File: src/rtl/axi_sram_pkg.sv
// Shared types and constants for the AXI-to-SRAM slave.
package axi_sram_pkg;

  typedef enum logic [2:0] {
    IDLE,
    RD_REQ,
    RD_CAP,
    RD_VALID,
    WR_DATA,
    WR_RESP
  } axiStateT;

  localparam logic [1:0] AXI_RESP_OKAY   = 2'b00;
  localparam logic [1:0] AXI_RESP_SLVERR = 2'b10;
  localparam logic [1:0] AXI_SIZE_WORD   = 2'd2;

  function automatic logic [31:0] incrAddr(input logic [31:0] addr, input logic [1:0] size);
    return addr + (32'd1 << size);
  endfunction

endpackage

File: src/rtl/axi_sram_addr_gen.sv
// Burst address/beat tracker for axi_sram_slave.
// With AXI_SRAM_RANGE_CHECK_EN defined it also flags beats beyond the SRAM capacity.
module axi_sram_addr_gen
  import axi_sram_pkg::*;
#(
  parameter int DEPTH_LOG2 = 10
) (
  input  logic        clock,
  input  logic        reset,
  input  logic        load,
  input  logic [31:0] loadAddr,
  input  logic [7:0]  loadLen,
  input  logic [1:0]  loadSize,
  input  logic        advance,
  output logic [31:0] curAddr,
  output logic        lastBeat,
  output logic        outOfRange
);

  logic [7:0] beat;
  logic [7:0] len;
  logic [1:0] size;

  always_ff @(posedge clock or negedge reset) begin
    if (!reset) begin
      curAddr <= 32'h0;
      beat    <= 8'h0;
      len     <= 8'h0;
      size    <= 2'h0;
    end else if (load) begin
      curAddr <= loadAddr;
      beat    <= 8'h0;
      len     <= loadLen;
      size    <= loadSize;
    end else if (advance) begin
      curAddr <= incrAddr(curAddr, size);
      beat    <= beat + 8'd1;
    end
  end

  assign lastBeat = (beat == len);

`ifdef AXI_SRAM_RANGE_CHECK_EN
  assign outOfRange = |curAddr[31:DEPTH_LOG2+2];
`else
  // Without the check, high address bits simply alias onto the SRAM.
  assign outOfRange = 1'b0;
`endif

endmodule

File: src/rtl/axi_sram_slave.sv
// AXI4 INCR-burst slave in front of a single-port synchronous SRAM, one transaction at a time.
// Optional range checking is enabled by defining AXI_SRAM_RANGE_CHECK_EN.
module axi_sram_slave
  import axi_sram_pkg::*;
#(
  parameter int DEPTH_LOG2 = 10
) (
  input  logic        clock,
  input  logic        reset,
  input  logic [31:0] io_arAddr,
  input  logic [7:0]  io_arLen,
  input  logic [1:0]  io_arSize,
  input  logic        io_arValid,
  output logic        io_arReady,
  output logic [31:0] io_rData,
  output logic [1:0]  io_rResp,
  output logic        io_rLast,
  output logic        io_rValid,
  input  logic        io_rReady,
  input  logic [31:0] io_awAddr,
  input  logic [7:0]  io_awLen,
  input  logic [1:0]  io_awSize,
  input  logic        io_awValid,
  output logic        io_awReady,
  input  logic [31:0] io_wData,
  input  logic [3:0]  io_wStrb,
  input  logic        io_wLast,
  input  logic        io_wValid,
  output logic        io_wReady,
  output logic [1:0]  io_bResp,
  output logic        io_bValid,
  input  logic        io_bReady,
  output logic        io_sram_en,
  output logic [3:0]  io_sram_wen,
  output logic [31:0] io_sram_addr,
  output logic [31:0] io_sram_wdata,
  input  logic [31:0] io_sram_rdata
);

  axiStateT    state, nextState;
  logic        lastRd;
  logic        errSeen;
  logic        arGrant;
  logic        load;
  logic        advance;
  logic [31:0] loadAddr;
  logic [7:0]  loadLen;
  logic [1:0]  loadSize;
  logic [31:0] curAddr;
  logic        lastBeat;
  logic        outOfRange;

  // Round-robin: a read wins a collision unless the previous grant was also a read.
  assign arGrant  = io_arValid && (!io_awValid || !lastRd);
  assign load     = io_arReady || io_awReady;
  assign loadAddr = io_arReady ? io_arAddr : io_awAddr;
  assign loadLen  = io_arReady ? io_arLen  : io_awLen;
  assign loadSize = io_arReady ? io_arSize : io_awSize;

  axi_sram_addr_gen #(.DEPTH_LOG2(DEPTH_LOG2)) addrGen (
    .clock      (clock),
    .reset      (reset),
    .load       (load),
    .loadAddr   (loadAddr),
    .loadLen    (loadLen),
    .loadSize   (loadSize),
    .advance    (advance),
    .curAddr    (curAddr),
    .lastBeat   (lastBeat),
    .outOfRange (outOfRange)
  );

  always_ff @(posedge clock or negedge reset) begin
    if (!reset) begin
      state    <= IDLE;
      lastRd   <= 1'b0;
      errSeen  <= 1'b0;
      io_rData <= 32'h0;
      io_rResp <= AXI_RESP_OKAY;
    end else begin
      state <= nextState;
      if (io_arReady) lastRd <= 1'b1;
      else if (io_awReady) lastRd <= 1'b0;
      if (io_awReady) errSeen <= 1'b0;
      else if (state == WR_DATA && io_wValid && outOfRange) errSeen <= 1'b1;
      if (state == RD_CAP) begin
        io_rData <= outOfRange ? 32'h0 : io_sram_rdata;
        io_rResp <= outOfRange ? AXI_RESP_SLVERR : AXI_RESP_OKAY;
      end
    end
  end

  // Ready gating on reset keeps every output low while reset is held, even in IDLE.
  always_comb begin
    nextState     = state;
    advance       = 1'b0;
    io_arReady    = 1'b0;
    io_awReady    = 1'b0;
    io_rValid     = 1'b0;
    io_rLast      = 1'b0;
    io_wReady     = 1'b0;
    io_bValid     = 1'b0;
    io_bResp      = AXI_RESP_OKAY;
    io_sram_en    = 1'b0;
    io_sram_wen   = 4'h0;
    io_sram_addr  = 32'h0;
    io_sram_wdata = 32'h0;
    case (state)
      IDLE: begin
        io_arReady = reset && arGrant;
        io_awReady = reset && io_awValid && !arGrant;
        if (io_arReady) nextState = RD_REQ;
        else if (io_awReady) nextState = WR_DATA;
      end
      RD_REQ: begin
        io_sram_en   = !outOfRange;
        io_sram_addr = curAddr;
        nextState    = RD_CAP;
      end
      RD_CAP: nextState = RD_VALID;
      RD_VALID: begin
        io_rValid = 1'b1;
        io_rLast  = lastBeat;
        if (io_rReady) begin
          nextState = lastBeat ? IDLE : RD_REQ;
          advance   = !lastBeat;
        end
      end
      WR_DATA: begin
        io_wReady = 1'b1;
        if (io_wValid) begin
          io_sram_en    = !outOfRange;
          io_sram_wen   = outOfRange ? 4'h0 : io_wStrb;
          io_sram_addr  = curAddr;
          io_sram_wdata = io_wData;
          advance       = 1'b1;
          if (io_wLast) nextState = WR_RESP;
        end
      end
      WR_RESP: begin
        io_bValid = 1'b1;
        io_bResp  = errSeen ? AXI_RESP_SLVERR : AXI_RESP_OKAY;
        if (io_bReady) nextState = IDLE;
      end
      default: nextState = IDLE;
    endcase
  end

endmodule

File: config.mk
export PLATFORM = sky130hd
export DESIGN_NAME = axi_sram_slave
export DESIGN_NICKNAME = d
export VERILOG_FILES = /design/src/rtl/axi_sram_pkg.sv /design/src/rtl/axi_sram_addr_gen.sv /design/src/rtl/axi_sram_slave.sv
export SDC_FILE = /design/constraint.sdc
export NUM_CORES = 1
export LEC_CHECK = 0
export ABC_CLOCK_PERIOD_IN_PS = 2900
export CAP_MARGIN = 10
export CORE_ASPECT_RATIO = 1.2
export CORE_MARGIN = 3
export CORE_UTILIZATION = 40
export CTS_CLUSTER_SIZE = 20
export DETAILED_ROUTE_END_ITERATION = 6
export GPL_TIMING_DRIVEN = 0
export MAX_ROUTING_LAYER = met4
export PLACE_DENSITY_LB_ADDON = 0.15
export SYNTH_ARGS = -nofsm -noshare
export SYNTH_HDL_FRONTEND = slang
export SYNTH_SLANG_ARGS = --single-unit
File: constraint.sdc
create_clock -name clock -period 2.9 [get_ports clock]
set_input_delay 0.435 -clock clock [delete_from_list [all_inputs] [get_ports clock]]
set_output_delay 0.435 -clock clock [all_outputs]
set_load 0.01 [all_outputs]
==> key figures <==
Routing
  – Met3 WL post-DR: 1360 µm
  – Remaining antenna violation count: 0
  – Top Layer Used: met4
  – Number of DRC markers in iteration 0: 322
  – DR vias: 5480
  – Met1 WL: 7630 µm
  – Pre-Repair DR Iteration Count: 7
  – DRC errors left: 0
  – Via/cell ratio: 5.35
  – Routed len/inst: approximately 19 µm
  – WL met2: 9650 µm
  – Final wirelength: 19200 µm

Synthesis
  – Netlist Area Pre-Place: 5240 µm²
  – Count of cell types in the netlist: 57
  – Seq cells post-synth: 86
  – Synth Area per Inst: between 9 and 10 µm²
  – Synth Instances: 573
  – Yosys warns: 0
  – Register area share after synthesis: 41.1%
  – Async set-reset flop share out of synthesis: 100%
  – Post-synth top flop: dfrtp_1
  – Number of flops mapped to enable cells by yosys: 0

Power
  – Pwr dens: 828 nW/µm²
  – Pwr Total: 7150 µW
  – Leak: 0.00366 µW
  – Peak VDD IR: approximately 0.0004 V

Placement
  – Port bufs: 266
  – HPWL after DPL: 15000 µm
  – Placed Area: 8140 µm²
  – Gpl congestion: around 0.9

Clocking
  – Clock Tree Buf Depth: 2
  – Root Buffer: clkbuf_16
  – Total CTS buffers: 9
  – CTS tree: yes
  – Clock Sinks: 86
  – Htree depth: 3
  – Reg clk slew, reported paths: 0.06 ns
  – Clk Latency, worst-skew pair: 0.34 ns

Layout
  – Most common cell after layout, fill and taps aside: clkdlybuf4s50_1
  – N_diodes: 0
  – Synth-to-layout area growth: 64.9%
  – Design area: around 8600 µm²
  – Commonest non-fill, non-tap cells in the layout: 259 x clkdlybuf4s50_1, 86 x dfrtp_1, 83 x nand2_1
  – Final core occ: 67.8%
  – Layout cells sized above 1: 10.5%
  – Post-layout nets: 1021

GRT
  – Largest net degree at the start of global routing: 74
  – Total grt overflow: 0
  – GRT Overall Usage: between 20 and 30%
  – Initial antenna violation count: 0
  – First-pass GRT wire length: 30900 µm
  – Vias in the first global route: 5676

Floorplanning
  – I/O pin count: 271
  – Die area: around 15000 µm²
  – Initial core utilization: 41.1%
  – Core ar.: 12700 µm²
  – Die width: 110 µm
  – Die Y: 131 µm
  – Row cnt: 45

STA
  – Worst slew pin tran: 1.19 ns
  – Fin crit share: 98.2%
  – Highest Clock Rate: roughly 350 MHz
  – Fin Clk Skew: roughly 0.0073 ns
  – Sum Neg Setup Slack: 0 ns
  – Period minus WS final: roughly 2.8 ns
  – Max_slew headroom: 20.1%
  – Fin. Hold Viols: 0
  – Worst hold slack: 0.105 ns
  – Setup violators final: 0
  – Slew Limit Fails: 0

Flow run
  – Max-Cap Viols: 0

Worst setup path
  – Required time of the critical path: roughly 2.5 ns
  – Startpoint Class: primary input
  – Worst Setup Path Type: primary input to output port
  – CP max FO: 10
  – CP Capture Type: output port
  – WP data arrival: 2.41 ns

Outcome
  – Status: finished clean

Worst hold path
  – HP Class: primary input to asynchronous set/reset pin
[registers in the layout, indices dropped and copies added (netlist names)]
name,flops
addrGen.len,8
addrGen.beat,8
addrGen.curAddr,32
addrGen.size,2
lastRd,1
state,3
io_rData,32
[cell usage after synthesis, types with 2 or more instances]
library cell  instances  share of area, %
nor2b_1               5              0.60
mux2i_1               9               1.7
xnor2_1              16               2.7
and3_1               24               2.9
nor4_1                5              0.60
a2111oi_0             4              0.67
a21oi_1              26               2.5
and2_1               71               8.5
dfrtp_1              86                41
a31oi_1               6              0.72
clkbuf_1             28               2.0
a311oi_1              5              0.84
ha_1                  5               1.2
inv_1                 9              0.65
nand4_1               9               1.1
a311o_1               2              0.38
o21ai_0               5              0.48
nor3_1               11               1.1
o311a_1               2              0.38
a211oi_1             13               1.9
nor2_1               24               1.7
a21o_1                5              0.72
buf_2                 2              0.19
xor2_1                9               1.5
buf_4                 4              0.57
o221ai_1              4              0.67
nand3_1              15               1.4
a32o_1                3              0.57
mux2_2               34               7.3
buf_1                 6              0.43
nand2_1              83               6.0
or2_2                 3              0.36
o22ai_1              14               1.7
and4_1                3              0.50
[critical path, stage by stage]
cell and delay (ns):
clkdlybuf4s50_1 0.50, nand2_1 0.11, mux2_4 0.34, nor2_4 0.14, buf_6 0.18, and2_1 0.17
clkdlybuf4s50_1 0.54
[through the flow]
| stage | worst slack, ns | std cells |
|---|---|---|
| floorplan | 0.502 | 576 |
| global placement | -4.01 | 1006 |
| detailed placement | -0.460 | 1007 |
| CTS | -0.0553 | 1024 |
| global route | -0.0153 | 1024 |
| finish | 0.0517 | 1024 |
[final timing paths]
path	start	endpoint	slack [ns]	cells after the start
min reg2reg	io_rData[31]$_DFFE_PN0P_	io_rData[31]$_DFFE_PN0P_	0.50	1
max reg2reg	addrGen.curAddr[14]$_DFFE_PN0P_	addrGen.curAddr[21]$_DFFE_PN0P_	0.20	7
min in group clock	io_rData[31]$_DFFE_PN0P_	io_rData[31]$_DFFE_PN0P_	0.50	1
max	io_wValid	io_sram_addr[8]	0.05	7
max in group asynchronous	reset	addrGen.curAddr[13]$_DFFE_PN0P_	1.60	2
min	reset	io_rData[18]$_DFFE_PN0P_	0.11	2
[area by class of cell]
class                   count  area (µm²)
clock inverters             7         145
clock buffers               9         225
fillers                  1014        4090
repair buffers            271        2740
multi-input cells         439        2930
plain buffers              38         199
well taps                 164         205
inverters                  10        42.5
flip-flops and latches     86        2150
[per-layer routing]
| layer | track usage [%] | up-vias |
|---|---|---|
| li1 | - | 2587 |
| met1 | 32.5 | 2568 |
| met2 | 44.7 | 278 |
| met3 | 4.84 | 47 |
| met4 | 10.6 | 0 |
| met5 | - | - |
[cell families after synthesis]
kind of cell	Yosys count	share of synthesized area (%)
buffers and inverters	51	4.13
AOI/OAI and AO/OA	102	14.2
xor gates and xnor gates	25	4.18
other	1	0.0716
muxes	43	9.03
adders and majority gates	6	1.58
and+or+nand+nor	259	25.7
DFF	86	41.1
[where the power goes]
group | leakage [µW] | switching, µW | internal, µW
clock | 0.000176 | 489 | 933
sequential | 0.00101 | 506 | 1760
combinational | 0.00247 | 1580 | 1890
[repair_timing]
item,4_1_cts,5_1_grt
pin swaps,1,1
buffers inserted,2,1
gates resized for setup,11,31
setup endpoints to repair,67,88
endpoints found under the hold margin,17,0
hold buffers,1,0
(Power assumes the default switching activity.)
